### src/rtl/mem_bus_arbiter.sv
// rtl/mem_bus_arbiter.sv - single-port memory bus arbiter for IF and MEM stages with watchdog
// MEM has fixed priority over IF; each transaction is req/ack sequenced and aborted after MAX_WAIT cycles.
module mem_bus_arbiter #(
  parameter int AW       = 32,
  parameter int DW       = 32,
  parameter int MAX_WAIT = 16
) (
  input  logic          clk,
  input  logic          rst,
  input  logic          flush,
  input  logic          if_req,
  input  logic [AW-1:0] if_addr,
  output logic [DW-1:0] if_rdata,
  output logic          stallreq_from_if,
  input  logic          mem_req,
  input  logic          mem_we,
  input  logic [3:0]    mem_sel,
  input  logic [AW-1:0] mem_addr,
  input  logic [DW-1:0] mem_wdata,
  output logic [DW-1:0] mem_rdata,
  output logic          stallreq_from_mem,
  output logic          bus_req,
  output logic          bus_we,
  output logic [3:0]    bus_sel,
  output logic [AW-1:0] bus_addr,
  output logic [DW-1:0] bus_wdata,
  input  logic [DW-1:0] bus_rdata,
  input  logic          bus_ack,
  output logic          bus_err
);

  typedef enum logic [2:0] {
    IDLE     = 3'd0,
    MEM_BUSY = 3'd1,
    IF_BUSY  = 3'd2,
    MEM_DONE = 3'd3,
    IF_DONE  = 3'd4
  } state_t;

  localparam logic [7:0] WD_LAST = 8'(MAX_WAIT - 1);

  state_t     state;
  state_t     state_next;
  logic [7:0] watchdog;
  logic       discard;
  logic       wd_expired;
  logic       if_drop;

  assign wd_expired = (watchdog == WD_LAST);
  // A flush in the completing cycle itself also drops the fetched word.
  assign if_drop    = discard | flush;

  assign stallreq_from_mem = mem_req & (state != MEM_DONE);
  assign stallreq_from_if  = if_req & ~flush & (state != IF_DONE);

  always_ff @(posedge clk) begin
    if (rst) state <= IDLE;
    else     state <= state_next;
  end

  always_comb begin
    state_next = state;
    case (state)
      IDLE: begin
        if (mem_req)               state_next = MEM_BUSY;
        else if (if_req && !flush) state_next = IF_BUSY;
      end
      MEM_BUSY: begin
        if (bus_ack || wd_expired) state_next = MEM_DONE;
      end
      IF_BUSY: begin
        if (bus_ack || wd_expired) state_next = if_drop ? IDLE : IF_DONE;
      end
      MEM_DONE: state_next = IDLE;
      IF_DONE:  state_next = IDLE;
      default:  state_next = IDLE;
    endcase
  end

  always_ff @(posedge clk) begin
    if (rst) begin
      bus_req   <= 1'b0;
      bus_we    <= 1'b0;
      bus_sel   <= 4'h0;
      bus_addr  <= '0;
      bus_wdata <= '0;
      bus_err   <= 1'b0;
      if_rdata  <= '0;
      mem_rdata <= '0;
      watchdog  <= 8'd0;
      discard   <= 1'b0;
    end else begin
      bus_err <= 1'b0;
      case (state)
        IDLE: begin
          watchdog <= 8'd0;
          discard  <= 1'b0;
          if (mem_req) begin
            bus_req   <= 1'b1;
            bus_we    <= mem_we;
            bus_sel   <= mem_sel;
            bus_addr  <= mem_addr;
            bus_wdata <= mem_wdata;
          end else if (if_req && !flush) begin
            bus_req  <= 1'b1;
            bus_we   <= 1'b0;
            bus_sel  <= 4'hF;
            bus_addr <= if_addr;
          end
        end
        MEM_BUSY: begin
          if (bus_ack) begin
            bus_req <= 1'b0;
            if (!bus_we) mem_rdata <= bus_rdata;
          end else if (wd_expired) begin
            bus_req   <= 1'b0;
            bus_err   <= 1'b1;
            mem_rdata <= '0;
          end else begin
            watchdog <= watchdog + 8'd1;
          end
        end
        IF_BUSY: begin
          if (bus_ack) begin
            bus_req <= 1'b0;
            discard <= 1'b0;
            if (!if_drop) if_rdata <= bus_rdata;
          end else if (wd_expired) begin
            bus_req <= 1'b0;
            bus_err <= 1'b1;
            discard <= 1'b0;
            if (!if_drop) if_rdata <= '0;
          end else begin
            watchdog <= watchdog + 8'd1;
            discard  <= if_drop;
          end
        end
        default: begin
          watchdog <= 8'd0;
          discard  <= 1'b0;
        end
      endcase
    end
  end

endmodule

### config.mk
export PLATFORM = sky130hd
export DESIGN_NAME = mem_bus_arbiter
export DESIGN_NICKNAME = d
export VERILOG_FILES = /design/src/rtl/mem_bus_arbiter.sv
export SDC_FILE = /design/constraint.sdc
export NUM_CORES = 1
export LEC_CHECK = 0
export CORE_ASPECT_RATIO = 1.5
export CORE_MARGIN = 4
export CORE_UTILIZATION = 50
export CTS_CLUSTER_SIZE = 8
export DETAILED_ROUTE_END_ITERATION = 7
export DONT_BUFFER_PORTS = 1
export PLACE_DENSITY = 0.66
export SYNTH_ARGS = -nofsm -noshare
export SYNTH_HDL_FRONTEND = slang
export SYNTH_SLANG_ARGS = --single-unit
export TNS_END_PERCENT = 30
### constraint.sdc
create_clock -name clk -period 3.08 [get_ports clk]
set_input_delay 0.462 -clock clk [delete_from_list [all_inputs] [get_ports clk]]
set_output_delay 0.462 -clock clk [all_outputs]
set_load 0.05 [all_outputs]
* Word level (Yosys, flattened, before mapping)
Index checks and enable logic that the tools add are counted.
Storage, ports and cells: bits in registers 147, output and inout port bits 137, bits of input ports 139, logic and storage cells 76
Cells by class: reduce and logical (&&, ||, !) cells 17, bitwise gates (word level) 9, mux-type cells 28, equality and inequality tests 10, add/subtract/negate cells 1
Operators with widths (number):
- 2-to-1 mux 32 bit | 9
- 2-to-1 mux 3 bit | 5
- AND reduction 3 bit | 4
- 2-to-1 mux 1 bit | 9
- case mux 3 bit (3 select lines) | 1
- adder 8 x 1 -> 8 bit (second input constant) | 1
- equality test 8 x 4 -> 1 bit (second input constant) | 1
- 2-to-1 mux 4 bit | 2
- != test 2 bit (second input constant) | 3
- != test 3 bit (second input constant) | 2
- AND reduction 2 bit | 3
- nonzero test 2 bit | 3
- inverter 1 bit | 5
- case mux 1 bit (2 select lines) | 2
- OR reduction 2 bit | 2
- AND 1 bit | 3
- equality test 3 x 1 -> 1 bit (second input constant) | 1
- equality test 3 x 2 -> 1 bit (second input constant) | 1
- zero test 3 bit | 1
- != test 3 x 1 -> 1 bit (second input constant) | 1
- != test 3 x 2 -> 1 bit (second input constant) | 1
- OR reduction 3 bit | 1
- logical AND 1 bit | 1
- zero test 1 bit | 1
- 2 further kinds | 2

* Longest topological paths before layout
word-level depth 5, depth in mapped cells 7

* Worst setup path after synthesis
OpenSTA, ideal clock, no wires.
path type input port to output port, start point input if_req, end point output stallreq_from_if, data required time 2.618 ns, cell stages on the path 2, buffers on the path 0, arrival time 1.799 ns, path slack 0.819 ns, cells stage by stage nor2b_1 -> a21boi_0
On the way: longest elaborated chain between the ends 2
RTL lines:
- start: declaration | line 11 | input logic if_req,
- AND 1 bit (2 in a row) | line 54 | assign stallreq_from_if = if_req & ~flush & (state != IF_DONE);
- end: declaration | line 14 | output logic stallreq_from_if,
No other way between the ends.

* Final worst setup path
start point register state[0], end point register mem_rdata[19]
On the way: longest elaborated chain between the ends 2
RTL lines:
- start: declaration | line 42 | state_t state;
- start signal: assignment | line 58 | else state <= state_next;
- equality test 3 x 1 -> 1 bit | line 94 | case (state)
- AND reduction 3 bit (no line)
- end signal: assignment | line 114 | if (!bus_we) mem_rdata <= bus_rdata;
- end: declaration | line 20 | output logic [DW-1:0] mem_rdata,
No other way between the ends. A chain may end at the register's enable or synchronous reset.

==> out/qor.txt <==
n_diodes = 0
largest net degree at the start of global routing = 107
Worst Hold Endpoint = bus_addr[20]
worst endpoint data arrival time = 2280 ps
Die Y-Extent = 138 um
combined area of all synthesized cells = 5670 um2
worst hold path cell count = 1
TritonCTS clock tree = built
cell types with the largest area share after synthesis = dfxtp_1 52%, a21oi_1 6.2%, mux2i_1 5.7%
largest clock skew in the final design = 7.28 ps
number of iterations in the first detailed-routing pass = 4
worst slew margin relative to its limit = 0.394
post-synthesis area per instance = 9.41 um2
share of final-layout standard cells stronger than drive strength 1 = 0.0932
final antenna-violating net count = 0
via count of the first global-routing pass = 4405
Layout fillers = 982
post-synth top area share = 0.519
data required time at the worst endpoint = 3420 ps
placed wire-length estimate after detailed placement = 10.5 mm
wire length of the first global-routing pass = 22.6 mm
proportion of synthesized flip-flops having asynchronous set or reset = 0
library cell with the largest summed area after synthesis = dfxtp_1
worst r2r dst = mem_rdata[19]
number of nets produced by synthesis = 742
R2R depth = 5
number of vias in the routed layout = 4409
synthesis-stage register bit count = 147
number of instances resized during post-cts repair = 0
MaxCap Viol Count = 0
remaining global-route overflow = 0
overall power = 0.00512 W
number of H-tree levels = 4
Placed Cells = 705
tightest hold margin = 114 ps
CP max-delay cell = dfxtp_1
Detailed Route WL = 14.7 mm
Starting Density = 0.513
die area = 13100 um2
maximum fanout along the worst path = 34
number of enable flip-flop cells after synthesis = 0
top-level port count = 276
shortest period the worst path allows = 1930 ps
core box area = 11100 um2
class of the most critical hold timing path = primary input to flop
area growth from synthesis to layout = 10.6%
leakage power figure = 2.34 nW
DRT iter0 DRCs = 122
Final Max Slew Viols = 0
net total in the final layout = 717
Synthesis Warnings = 0
chip width = 94.9 um
critical path, cell by cell = or3b_1, buf_4, nor2_8, a22oi_1, a21oi_1
setup repair bufs after CTS = 0
# rows = 47
number of buffers added on ports = 0
number of buffers created by CTS = 17
post-cts hold buffer count = 0
run status = finished clean
source of the worst hold timing path = rst
wire length per cell = 19.9 um
setup slack, reg-to-reg = 1150 ps
beginning of the worst register-to-register path = state[0]
Clock Latency Late Sink = 410 ps
aggregate global-route resource usage = 0.218
root buf cell = clkbuf_16
Critical Path Max Stage Delay = 480 ps
kind of launch point of the worst setup path = flop
TNS Setup = 0 ps
Vias/cell = 5.98
post-layout instance count excluding filler cells = 737
Clock Path Buffers = 2
setup repair after global routing missed its margin = no
sequential cell area fraction in the yosys report = 0.519
number of cells produced by synthesis = 602
CTS Sinks = 147
PwrDens = 817 nW/um2
clock input transition at the sequential cells of the worst setup and hold paths = 60 ps
type of the worst setup path = flop to flop
RePlAce Congestion = 0.812
upper clock frequency limit = 517 MHz
residual DRC count = 0
final hold violation count = 0
Worst setup EP type = flop
slew at the pin closest to its max-slew limit = 908 ps
most frequent cells in the layout = 147 x dfxtp_1, 70 x nand2_1, 69 x a21oi_1
dominant synthesized flop cell = dfxtp_1
final setup fails = 0
final worst path period share = 0.628
final instance area = 6260 um2
VDD IR-drop max = 0.400 mV
number of distinct library cell variants in the gate-level netlist after synthesis = 43
most frequent standard cell in the layout excluding fill and tap cells = dfxtp_1
antenna violations before repair = 1
standard cell area after detailed placement = 5660 um2
registers in the layout, summed over array words and instances (netlist names):
register / count
state: 3
if_rdata: 32
bus_req: 1
bus_sel: 4
bus_wdata: 32
watchdog: 8
mem_rdata: 32
discard: 1
bus_addr: 32
bus_we: 1
bus_err: 1
layout make-up:
| type | count | area, um2 | area share |
|---|---|---|---|
| repair buffers | 12 | 90.1 | 0.0144 |
| flip-flops and latches | 147 | 2940 | 0.470 |
| multi-input cells | 394 | 2420 | 0.387 |
| clock buffers | 19 | 453 | 0.0723 |
| inverters | 5 | 18.8 | 0.00300 |
| clock inverters | 13 | 151 | 0.0242 |
| well taps | 147 | 184 | 0.0294 |
worst max-delay path: cells and delay by family (launching register included):
kind / cells / cell delay [ps]
buffers and inverters: 1 / 260
flip-flops: 1 / 480
AO/OA/AOI/OAI: 2 / 320
AND/OR/NAND/NOR: 2 / 770
worst max path at each step:
stage / from / endpoint / slack (ps) / depth (start not counted)
5_1_grt: state[2] / bus_addr[19] / 950 / 5
6_report: state[0] / mem_rdata[19] / 1150 / 5
4_1_cts: state[2] / bus_wdata[6] / 1160 / 5
2_1_floorplan: if_req / stallreq_from_if / 820 / 2
3_3_place_gp: state[0] / mem_rdata[30] / 1250 / 5
3_5_place_dp: state[2] / bus_addr[9] / 1150 / 5
report_power, final:
group	switching (W)	internal, W	total, W
registers	0.000596	0.00205	0.00264
logic	0.000237	0.000167	0.000404
clock network	0.000825	0.00125	0.00207
metal layers:
metal	part of all wire	track usage
met5	0.00088	0
met4	0.032	0.103
met3	0.11	0.0951
met2	0.51	0.375
met1	0.34	0.222
synth_stat cells, types with 2 or more instances:
cell type	number
a211oi_1	32
a21oi_1	70
a22o_1	33
a22oi_1	32
and3_1	4
buf_2	21
buf_4	5
buf_6	4
clkbuf_1	25
dfxtp_1	147
inv_1	5
mux2i_1	32
nand2_1	70
nand2b_1	2
nand3_1	35
nor2_1	44
nor3_1	3
nor3b_2	2
o21ai_0	4
o22ai_1	4
or3_1	3
xnor2_1	3
xor2_1	2
through the flow:
step           utilization  worst slack, ps
2_1_floorplan            -              819
6_report             0.567             1150
3_5_place_dp         0.512             1150
4_1_cts              0.567             1160
3_3_place_gp         0.512             1250
5_1_grt              0.567              945
kinds of logic (layout without fill, tap and decap cells):
kind of cell,after synthesis,count (layout),synth area share
and+or+nand+nor,174,174,0.144
AOI/OAI and AO/OA,182,182,0.217
muxes,32,32,0.0565
buffers and inverters,61,49,0.0537
xor gates and xnor gates,5,5,0.00773
DFF,147,147,0.519
adders and majority gates,1,1,0.00221
Note: power is estimated with default switching activity, not from simulation.
